--- config.mk ---
export PLATFORM = sky130hd
export DESIGN_NAME = output_argmax
export DESIGN_NICKNAME = d
export VERILOG_FILES = /design/src/rtl/output_argmax.sv
export SDC_FILE = /design/constraint.sdc
export NUM_CORES = 1
export LEC_CHECK = 0
export BUFFER_PORTS_ARGS = -buffer_cell sky130_fd_sc_hd__clkbuf_2
export CORE_UTILIZATION = 56
export CTS_BUF_LIST = sky130_fd_sc_hd__clkbuf_8
export DETAILED_ROUTE_END_ITERATION = 10
export MAX_ROUTING_LAYER = met4
export PLACE_DENSITY = 0.83
export SYNTH_ARGS = -nofsm -noshare
export SYNTH_HDL_FRONTEND = slang
export SYNTH_SLANG_ARGS = --single-unit
--- constraint.sdc ---
create_clock -name clk -period 8.8 [get_ports clk]
set_input_delay 0.88 -clock clk [delete_from_list [all_inputs] [get_ports clk]]
set_output_delay 0.88 -clock clk [all_outputs]
set_load 0.1 [all_outputs]
--- src/rtl/output_argmax.sv ---
// output_argmax: sequential argmax over a captured vector of neuron outputs.
// One element is compared per cycle against a running maximum; the winning
// index and value are published with a one-cycle strobe. A level-held valid
// yields a single result and must drop before the next request is accepted.

// Single strictly-greater comparator, signed or unsigned by parameter.
module output_argmax_cmp #(
    parameter int dataWidth  = 8,
    parameter bit signedData = 1'b1
) (
    input  logic [dataWidth-1:0] candidate,
    input  logic [dataWidth-1:0] current,
    output logic                 greater
);
    generate
        if (signedData) begin : gSigned
            // Two's complement ordering.
            assign greater = $signed(candidate) > $signed(current);
        end else begin : gUnsigned
            // Plain magnitude ordering.
            assign greater = candidate > current;
        end
    endgenerate
endmodule

module output_argmax #(
    parameter int dataWidth  = 8,
    parameter int numNeurons = 10,
    parameter bit signedData = 1'b1
) (
    input  logic                            clk,
    input  logic                            reset,
    input  logic [dataWidth*numNeurons-1:0] argIn,
    input  logic                            argInValid,
    output logic                            argReady,
    output logic [$clog2(numNeurons)-1:0]   argOut,
    output logic [dataWidth-1:0]            maxValue,
    output logic                            argOutValid
);
    localparam int idxW = $clog2(numNeurons);
    localparam int cntW = $clog2(numNeurons + 1);

    localparam logic [1:0] IDLE  = 2'd0;
    localparam logic [1:0] SCAN  = 2'd1;
    localparam logic [1:0] DONE  = 2'd2;
    localparam logic [1:0] REARM = 2'd3;

    localparam logic [cntW-1:0] lastCount = cntW'(numNeurons - 1);

    logic [1:0]                                state;
    logic [numNeurons-1:0][dataWidth-1:0]      argReg;
    logic [cntW-1:0]                           counter;
    logic [dataWidth-1:0]                      runMax;
    logic [idxW-1:0]                           runIdx;

    logic [idxW-1:0]      scanIdx;
    logic [dataWidth-1:0] scanElem;
    logic                 scanGreater;
    logic [dataWidth-1:0] nextMax;
    logic [idxW-1:0]      nextIdx;

    // Counter never exceeds numNeurons-1, so truncating to the index width is lossless.
    assign scanIdx  = idxW'(counter);
    assign scanElem = argReg[scanIdx];

    output_argmax_cmp #(
        .dataWidth  (dataWidth),
        .signedData (signedData)
    ) uCmp (
        .candidate (scanElem),
        .current   (runMax),
        .greater   (scanGreater)
    );

    // Strictly-greater replacement keeps the lowest index on ties.
    always_comb begin
        nextMax = runMax;
        nextIdx = runIdx;
        if (scanGreater) begin
            nextMax = scanElem;
            nextIdx = scanIdx;
        end
    end

    // Ready is a pure decode of the state.
    assign argReady = (state == IDLE);

    // Control FSM, capture register, running max and result registers.
    always_ff @(posedge clk or negedge reset) begin
        if (!reset) begin
            state       <= IDLE;
            argReg      <= '0;
            counter     <= '0;
            runMax      <= '0;
            runIdx      <= '0;
            argOut      <= '0;
            maxValue    <= '0;
            argOutValid <= 1'b0;
        end else begin
            argOutValid <= 1'b0;
            case (state)
                IDLE: begin
                    if (argInValid) begin
                        argReg  <= argIn;
                        runMax  <= argIn[dataWidth-1:0];
                        runIdx  <= '0;
                        counter <= cntW'(1);
                        state   <= SCAN;
                    end
                end
                SCAN: begin
                    runMax <= nextMax;
                    runIdx <= nextIdx;
                    if (counter == lastCount) begin
                        // Last element: publish the final winner directly.
                        argOut      <= nextIdx;
                        maxValue    <= nextMax;
                        argOutValid <= 1'b1;
                        counter     <= '0;
                        state       <= DONE;
                    end else begin
                        counter <= counter + cntW'(1);
                    end
                end
                DONE: begin
                    state <= argInValid ? REARM : IDLE;
                end
                default: begin
                    // REARM: wait for the requester to drop a held valid.
                    if (!argInValid) state <= IDLE;
                end
            endcase
        end
    end
endmodule

==> results.md, run 1 <==
* R2r startpoint: counter[0]
* Fin. max-slew vios at 0
* Post-DP Area at about 6100 um^2
* Synthesized area at between 5000 and 6000 um^2
* Critical path launch point: counter[0]
* Dpl hpwl at a little under 9000 um
* HP Class: reg -> reg
* Core footprint at about 9400 um^2
* Most frequent cells in the layout: dfrtp_1 (110), clkbuf_2 (95), mux2_2 (86)
* Clock Skews at 0.01857 ns
* Seq/Total Area, Yosys at 0.5003
* Skew-Pair Late Insertion Delay at about 0.38 ns
* Die W at roughly 100 um
* CP max stage delay at roughly 1.1 ns
* Pin count of the biggest net entering global routing at 83
* Post-synth EDFFs at 0
* First drt pass iteration count at 5
* Core Rows at 35
* Vias in the first global route at about 4000
* Arr. time, crit path at 4.64 ns
* I/O Pins at 97
* Post_cts resized at 0
* Slew @ Worst Pin at 1.316 ns
* Post-DRT Antenna Nets at 0
* TNS Setup at 0 ns
* Vias/cell at 6.012
* Setup Fix Bufs, Post-CTS at 0
* Slew margin rel. at 0.1198
* First-pass GRT wire length at ~20000 um
* Final worst slack at 4.439 ns
* Initial DRC count at between 300 and 400
* Yosys cell types at 55
* Net Count, Synth at 534
* CP cell instances: mux4_2 -> a221o_1 -> ha_1 -> nand4_1 -> o22ai_1 -> a31oi_2 -> o31ai_1 -> a31o_1
* Pwr Total at 2.512 mW
* Hold-fix buffer count after cts at 0
* Post-layout instance area at 6281 um^2
* CTS tree: built
* Async set-reset flop share out of synthesis at 1.000
* Overflow after GRT at 0
* Yosys Warn Count at 0
* Tcrit/Tclk final at 0.4955
* Family with the most delay on the worst path: compound AO/OA/AOI/OAI gates
* Period minus WS final at between 4 and 5 ns
* Avg Cell Area, Syn at 12.70 um^2
* Core Util, Final at 0.6671
* IO buf count at between 90 and 100
* CP Buf/Inv Count at 0
* Critical path capture point type: flip-flop
* CTS max path bufs at 2
* RSZ-0062 raised after global routing: false
* Die ar. at about 10000 um^2
* Outcome: finished, final reports clean
* H-tree Lvls at 3
* Max frequency at roughly 230 MHz
* Max Cap Viol at 0
* CP Max Fanout at 40
* Mapped Cells at around 440
* Maximum VDD drop at about 0.24 mV
* CTS clock-pin slew for the worst setup and hold paths at between 0.1 and 0.15 ns
* Slowest-stage cell, CP: dfrtp_2
* CTS Buf Count at 9
* Antenna diode count at 0
* Post-route DRC violation count at 0
* DIE HEIGHT at around 100 um
* Pleak at approximately 2.9 nW
* Initial Util at 0.5896
* Fillers at between 700 and 800
* Predominant post-synthesis flop cell: dfrtp_1
* Antenna violations before repair at 0
* # setup viols final at 0
* Pre-CTS setup slack at between 4 and 5 ns
* Most common cell after layout, fill and taps aside: dfrtp_1
* Hold_sp: argOut[3]
* GP Congestion at 0.9000
* Final WL at roughly 12000 um
* Critical path type: reg -> reg
* Layout cells sized above 1 at 0.4464
* P&R area growth vs syn at 13.14%
* Endpoints failing hold at 0
* Clock sink total at approximately 110
* Root buf cell: clkbuf_8
* Critical Path Start Type: flip-flop
* Vias at around 3900
* Pwr Density at around 400 nW/um^2
* Final nets at between 600 and 700
* Yosys reg bits at 111
* Critical Path RT at a little over 9 ns
* Average wire per standard cell at between 15 and 20 um
* Gr usage total at 0.2663
[Yosys cell counts, types with 2 or more instances]
library cell	n	area share
o211ai_2	7	0.016
nand2_1	31	0.021
o21ai_1	7	0.0063
a31o_2	4	0.0063
o22ai_2	6	0.014
mux4_2	8	0.032
o21ai_0	4	0.0036
nor2_1	11	0.0074
o31ai_1	6	0.0081
nor4_1	5	0.0056
nor2b_1	3	0.0034
nor3_1	2	0.0018
inv_1	14	0.0095
mux2_2	86	0.17
o311ai_1	7	0.011
buf_2	10	0.0090
mux2i_1	16	0.029
buf_6	2	0.0041
a221o_1	6	0.011
nand3_1	5	0.0045
dfrtp_1	111	0.50
a31oi_1	5	0.0056
a21oi_1	5	0.0045
o221ai_1	2	0.0032
nand4_1	2	0.0023
o211ai_1	2	0.0027
o22ai_1	7	0.0079
a211oi_1	6	0.0081
and3_1	2	0.0023
o21a_1	3	0.0041
clkbuf_1	15	0.010
ha_1	14	0.032
[sequential cells by signal, summed over array words and instances (netlist names)]
name	count
argReg	80
counter	4
runMax	8
runIdx	4
maxValue	8
state	2
argOut	4
argOutValid	1
[layout make-up]
| class | instances | area, um^2 | area share |
|---|---|---|---|
| Timing Repair Buffer | 97 | 490.5 | 0.07809 |
| Clock buffer | 10 | 137.6 | 0.02191 |
| Clock inverter | 6 | 61.31 | 0.009761 |
| Inverter | 14 | 52.55 | 0.008367 |
| Sequential cell | 111 | 2779 | 0.4424 |
| Multi-Input combinational cell | 284 | 2599 | 0.4137 |
| Tap cell | 129 | 161.4 | 0.02570 |
[worst paths after layout]
path                         endpoint  slack, ns  cells past startpoint
max reg2reg                 runIdx[2]       4.44                      8
min reg2reg                 argOut[3]       0.48                      2
max                         runIdx[2]       4.44                      8
min                         argOut[3]       0.48                      2
min in group asynchronous  argReg[76]       0.51                      1
max in group asynchronous  counter[0]       7.02                      2
[cells by family after synthesis]
kind of cell / share of synthesized area
adder cells (fa/ha/maj): 0.03155
buffers and inverters: 0.03403
AND/OR/NAND/NOR: 0.06131
flip-flops: 0.5003
multiplexers: 0.2405
AO/OA/AOI/OAI: 0.1323
[worst min-delay path, cell delays in order (launching register included)]
cell     delay (ns)
dfrtp_1        0.36
nand2_1        0.05
nand2_1        0.05
[power breakdown]
part           switching (mW)  internal (mW)
clock network           0.188          0.118
logic                   0.767          0.517
registers               0.172          0.750
total                    1.13           1.38
[metrics by stage]
stage          instances  hold slack (ns)
3_3_place_gp         635           0.4549
3_5_place_dp         635           0.4724
6_report             651           0.4835
5_1_grt              651           0.5219
2_1_floorplan        437           0.4719
4_1_cts              651           0.4943
[metal layers]
metal | wire (um) | vias to the layer above | global-route usage
met1 | 5595 | 1921 | 0.3628
met4 | 316 | 0 | 0.1026
met5 | 0 | - | -
met2 | 5695 | 166 | 0.3997
li1 | - | 1798 | -
met3 | 739 | 29 | 0.04555
No activity file was read; power rests on OpenSTA's default activity.
==> inputs of run 2 (changes only) <==
--- a/config.mk
+++ b/config.mk
@@ -6,11 +6,11 @@
 export NUM_CORES = 1
 export LEC_CHECK = 0
 export BUFFER_PORTS_ARGS = -buffer_cell sky130_fd_sc_hd__clkbuf_2
-export CORE_UTILIZATION = 56
+export CORE_UTILIZATION = 53
 export CTS_BUF_LIST = sky130_fd_sc_hd__clkbuf_8
 export DETAILED_ROUTE_END_ITERATION = 10
 export MAX_ROUTING_LAYER = met4
-export PLACE_DENSITY = 0.83
+export PLACE_DENSITY = 0.82
 export SYNTH_ARGS = -nofsm -noshare
 export SYNTH_HDL_FRONTEND = slang
 export SYNTH_SLANG_ARGS = --single-unit
==> constraint.sdc (replaced) <==
create_clock -name clk -period 3.85 [get_ports clk]
set_input_delay 0.385 -clock clk [delete_from_list [all_inputs] [get_ports clk]]
set_output_delay 0.385 -clock clk [all_outputs]
set_load 0.1 [all_outputs]
==> run 2 against run 1 <==
  * Clock power grew to 2.6 times the previous value
  * Global-route usage fell by 1.5 points
  * Highest routed layer unchanged
  * Via count is 0.82% lower
  * Combinational power rose by 140%
  * Cell area up 2.3%
==> results.md, run 2 (same netlist as run 1, synthesis figures left out) <==
* IO buf count at 96
* Max FFs per register at 80
* TNS Setup at 0 ns
* Slowest-stage cell, CP: dfrtp_2
* Outcome: finished, final reports clean
* HP Class: in -> async
* Core footprint at 9955 um^2
* Fin. max-slew vios at 0
* Most frequent cells in the layout: dfrtp_1 (110), clkbuf_2 (95), mux2_2 (86)
* Vias at about 3900
* Critical Path RT at roughly 4 ns
* Initial DRC count at 170
* Average wire per standard cell at about 19 um
* Core Rows at 36
* Post_cts resized at 0
* Overflow after GRT at 0
* Die ar. at roughly 11000 um^2
* Setup Fix Bufs, Post-CTS at 0
* Initial Util at 0.5577
* Vias/cell at approximately 5.8
* Antenna violations before repair at 0
* Final WL at between 10000 and 15000 um
* Final nets at 626
* CTS tree: built
* Arr. time, crit path at between 3 and 4 ns
* Pin count of the biggest net entering global routing at 56
* Pwr Total at around 6 mW
* Period minus WS final at 3.334 ns
* Die W at between 100 and 150 um
* Most flop-heavy register: argReg
* Hold Worst Slack at 0.02931 ns
* Gr usage total at 0.2517
* CP Max Fanout at 16
* Maximum VDD drop at 0.4674 mV
* Vias in the first global route at 4046
* Slew margin rel. at 0.5423
* CTS clock-pin slew for the worst setup and hold paths at approximately 0.10 ns
* Max frequency at 299.9 MHz
* Critical path type: reg -> reg
* Slew @ Worst Pin at 0.6835 ns
* H-tree Lvls at 3
* # setup viols final at 0
* Pwr Density at 918.5 nW/um^2
* Fillers at between 700 and 800
* P&R area growth vs syn at 15.78%
* Pleak at approximately 3.0 nW
* CTS max path bufs at 2
* Endpoints failing hold at 0
* Clock Skews at 0.007975 ns
* Busiest layer in global routing: met2
* DIE HEIGHT at 104.3 um
* CTS Buf Count at 9
* R2r startpoint: counter[0]
* Layout cells sized above 1 at 0.4588
* Critical path capture point type: flip-flop
* Antenna diode count at 0
* Dpl hpwl at 9336 um
* Post-Layout Cell Count at approximately 670
* M1 GR Usage at 0.3340
* Max Cap Viol at 0
* CP max stage delay at between 0.6 and 0.7 ns
* CP cell instances: buf_12 -> mux4_2 -> a221o_1 -> ha_1 -> nand4_1 -> o22ai_1 -> a31o_2 -> nand2_1 -> o311a_1
* Placed cells at approximately 650
* Tcrit/Tclk final at 0.8661
* GP Congestion at around 0.9
* GR Layer Usage met3 at 0.04825
* Most common cell after layout, fill and taps aside: dfrtp_1
* Clock sink total at around 110
* Critical path launch point: counter[0]
* RSZ-0062 raised after global routing: false
* I/O Pins at just under 100
* First drt pass iteration count at 4
* Post-route DRC violation count at 0
* Root buf cell: clkbuf_8
* Biggest regs: argReg x80, maxValue x8, runMax x8
* Critical Path Start Type: flip-flop
* Skew-Pair Late Insertion Delay at about 0.38 ns
* Met2 usage in global routing at 0.3813
* Hold-fix buffer count after cts at 0
* Post-DRT Antenna Nets at 0
* First-pass GRT wire length at 20620 um
-- run 2: cell types whose count changed in the layout (fill, tap and decap cells not counted) --
cell        before  now
buf_4            2   13
bufinv_16        0    2
buf_12           0    1
clkbuf_8        10   11
clkinv_8         1    0
clkinvlp_4       1    0
inv_8            1    0
-- run 2: worst max-delay path: cells and delay by family (launching register included) --
| family | cells | cell delay (ns) |
|---|---|---|
| AO/OA/AOI/OAI | 4 | 1.22 |
| adder cells (fa/ha/maj) | 1 | 0.31 |
| buffers and inverters | 1 | 0.22 |
| flip-flops | 1 | 0.61 |
| multiplexers | 1 | 0.50 |
| AND/OR/NAND/NOR | 2 | 0.36 |
-- run 2: layout make-up --
cell class                      instances  area (um^2)  area share
Sequential cell                       111         2779      0.4324
Multi-Input combinational cell        284         2599      0.4043
Timing Repair Buffer                  109        593.1     0.09227
Tap cell                              133        166.4     0.02589
Clock buffer                           11        151.4     0.02355
Clock inverter                          5        86.33     0.01343
Inverter                               14        52.55    0.008176
-- run 2: final timing paths --
kind,to,slack (ns),cells past startpoint
max,runMax[0],0.52,9
min,argOut[3],0.03,1
max reg2reg,runMax[0],0.52,9
min reg2reg,argOut[3],0.48,2
max in group asynchronous,argReg[49],2.88,2
min in group clk,argReg[17],0.23,2
-- run 2: report_power, final --
part / total (mW) / internal, mW / switching [mW]
Sequential: 2.06 / 1.72 / 0.341
Combinational: 3.04 / 1.24 / 1.80
Clock: 0.807 / 0.408 / 0.399
Total: 5.90 / 3.37 / 2.54
-- run 2: routing by layer --
layer / up-vias / part of all wire
met5: - / 0
met4: 0 / 0.026
met3: 22 / 0.043
met2: 107 / 0.47
met1: 1927 / 0.46
li1: 1826 / -
-- run 2: through the flow --
stage	util	setup WS (ns)	area (um^2)
after floorplan	-	0.8195	5552
after global placement	0.6218	0.5444	6190
after detailed placement	0.6218	0.5465	6190
after CTS	0.6457	0.5264	6427
after global routing	0.6457	0.2898	6427
final	0.6457	0.5156	6427
==> inputs of run 3 (changes only) <==
--- a/config.mk
+++ b/config.mk
@@ -5,6 +5,7 @@
 export SDC_FILE = /design/constraint.sdc
 export NUM_CORES = 1
 export LEC_CHECK = 0
+export ABC_AREA = 1
 export BUFFER_PORTS_ARGS = -buffer_cell sky130_fd_sc_hd__clkbuf_2
 export CORE_UTILIZATION = 53
 export CTS_BUF_LIST = sky130_fd_sc_hd__clkbuf_8
==> run 3 against run 2 <==
  * First-iteration DRC count increased by 140%
  * Critical path type unchanged
  * Cell area rose by 2.4%
  * Largest power group unchanged
  * Largest cell class unchanged
  * Core utilization is 3.6 points lower
  * Die area rose by 5.6%
  * Via count grew 33%
  * Maximum frequency rose by 7.4%
==> results.md, run 3 <==
* Pleak at roughly 3.7 nW
* Initial DRC count at between 400 and 500
* H-tree Lvls at 3
* Critical path type: reg -> reg
* Maximum VDD drop at about 0.55 mV
* Post_cts resized at 0
* Dpl hpwl at ~10000 um
* Die W at between 100 and 150 um
* Predominant post-synthesis flop cell: dfrtp_1
* Pwr Density at between 900 and 1000 nW/um^2
* Avg Cell Area, Syn at ~7.5 um^2
* Max Cap Viol at 0
* Final worst slack at 0.7440 ns
* HP Class: in -> async
* RSZ-0062 raised after global routing: false
* Layout cells sized above 1 at 0.1772
* Hold-fix buffer count after cts at 0
* Worst reg2reg path depth at 14
* Final WL at between 10000 and 15000 um
* CTS tree: built
* Arr. time, crit path at roughly 3.4 ns
* Skew-Pair Late Insertion Delay at 0.37 ns
* First drt pass iteration count at 7
* Most frequent cells after synthesis: nand2_1 (343), dfrtp_1 (111), inv_1 (74)
* Vias at between 5000 and 6000
* CP max stage delay at approximately 0.74 ns
* Synthesized area at 5868 um^2
* Yosys cell types at 31
* Clock Skews at between 0.015 and 0.02 ns
* Synth top area share at 0.4733
* Post-DRT Antenna Nets at 0
* Tcrit/Tclk final at 0.8068
* DIE HEIGHT at 107.2 um
* Pin count of the biggest net entering global routing at 85
* CTS clock-pin slew for the worst setup and hold paths at approximately 0.11 ns
* Most frequent cells in the layout: nand2_1 (343), dfrtp_1 (110), clkbuf_2 (95)
* Critical Path RT at 4.10 ns
* Adder-cell area share of the yosys netlist at 0.02985
* CTS max path bufs at 2
* Average wire per standard cell at between 10 and 15 um
* Mapped Cells at about 790
* I/O Pins at between 90 and 100
* Async set-reset flop share out of synthesis at 1.000
* Outcome: finished, final reports clean
* CTS Buf Count at 9
* Post-synthesis mux area share at 0
* GP Congestion at between 0.9 and 1
* Max FFs per register at 80
* Most flop-heavy register: argReg
* Slew margin rel. at 0.4956
* Post-route DRC violation count at 0
* Most common cell after layout, fill and taps aside: nand2_1
* Post-DP Area at approximately 6400 um^2
* Main combinational cell family by area after synthesis: simple AND/OR/NAND/NOR gates
* Root buf cell: clkbuf_8
* Post-synth EDFFs at 0
* Synth area leader: dfrtp_1
* Antenna violations before repair at 0
* Max frequency at around 320 MHz
* Core Rows at 38
* Fin. max-slew vios at 0
* TNS Setup at 0 ns
* P&R area growth vs syn at 12.13%
* First-pass GRT wire length at 23090 um
* Slew @ Worst Pin at roughly 0.76 ns
* Period minus WS final at between 3 and 4 ns
* Seq/Total Area, Yosys at 0.4733
* Most frequent cell after synthesis: nand2_1
* Net Count, Synth at around 880
* Endpoints failing hold at 0
* Antenna diode count at 0
* Die ar. at 11500 um^2
* Yosys Warn Count at 0
* Critical path capture point type: flip-flop
* CP Max Fanout at 20
* IO buf count at 96
* Synth Area in Compound Gates at 0.07015
* Pwr Total at roughly 6.3 mW
* Synth Area in XOR/XNOR at 0
* Vias/cell at roughly 5.1
* CP cell instances: buf_4 -> nor2_1 -> nand2_1 -> nand3_1 -> nand3_1 -> nand2_1 -> ha_1 -> nand2_2 -> a21oi_1 -> nor2_2 -> nand3_1 -> nand3_4 -> o211ai_1 -> nand2_1
* Initial Util at 0.5437
* Critical Path Start Type: flip-flop
* Biggest regs: argReg x80, maxValue x8, runMax x8
* Core footprint at approximately 11000 um^2
* Post-layout instance area at ~6600 um^2
* Gr usage total at 0.2653
* Clock sink total at about 110
* Slowest-stage cell, CP: dfrtp_1
* Setup Fix Bufs, Post-CTS at 0
* Pre-CTS setup slack at a little over 0.8 ns
* Simple-gate share of the synthesized area at 0.3394
* Overflow after GRT at 0
* # setup viols final at 0
* Area contributors post-synth: dfrtp_1 (47%), nand2_1 (22%), inv_1 (4.7%)
* Final nets at 961
* Yosys reg bits at between 100 and 150
* Vias in the first global route at 4905
run 3: final cells by class:
type / instances / area (um^2)
multi-input combinational: 558 / 2579
tap: 140 / 175.2
fill: 1016 / 4213
clock inverter: 6 / 46.29
clock buffer: 10 / 137.6
inverter: 78 / 292.8
sequential: 111 / 2779
timing repair buffer: 106 / 570.5
run 3: per-layer routing:
| layer | vias up | global-route usage | part of all wire |
|---|---|---|---|
| met3 | 22 | 0.03587 | 0.064 |
| met4 | 0 | 0.07828 | 0.019 |
| met5 | - | - | 0 |
| met2 | 184 | 0.4032 | 0.45 |
| li1 | 2574 | - | - |
| met1 | 2368 | 0.3727 | 0.47 |
run 3: cell families after synthesis:
family | after synthesis
compound gates | 77
fa+ha+maj | 14
flops | 111
simple gates | 467
buf+inv | 116
run 3: final timing paths:
kind                            start          end  slack, ns
max in group asynchronous       reset   argReg[72]       2.93
max reg2reg                counter[1]    runIdx[1]       0.74
min in group clk            argIn[39]   argReg[39]       0.20
min reg2reg                 argOut[2]    argOut[2]       0.49
min                             reset  argOutValid       0.07
max                        counter[1]    runIdx[1]       0.74
run 3: worst max-delay path, delay by kind of cell (launching register included):
kind	cells	cell delay, ns
simple gates	10	1.09
compound gates	2	0.47
fa+ha+maj	1	0.36
flops	1	0.74
buf+inv	1	0.32
run 3: metrics by stage:
stage                     hold slack [ns]  cells  utilization
after floorplan                   0.08941    785            -
final                             0.06576   1009       0.6097
after global placement             0.4645    993       0.5926
after global routing               0.1297   1009       0.6097
after detailed placement           0.4660    993       0.5926
after CTS                         0.09161   1009       0.6097
run 3: power by group:
part / internal [mW] / total (mW) / switching [mW] / leakage, nW
logic: 1.09 / 3.57 / 2.48 / 2.23
clock network: 0.260 / 0.662 / 0.402 / 0.100
registers: 1.68 / 2.04 / 0.360 / 1.39
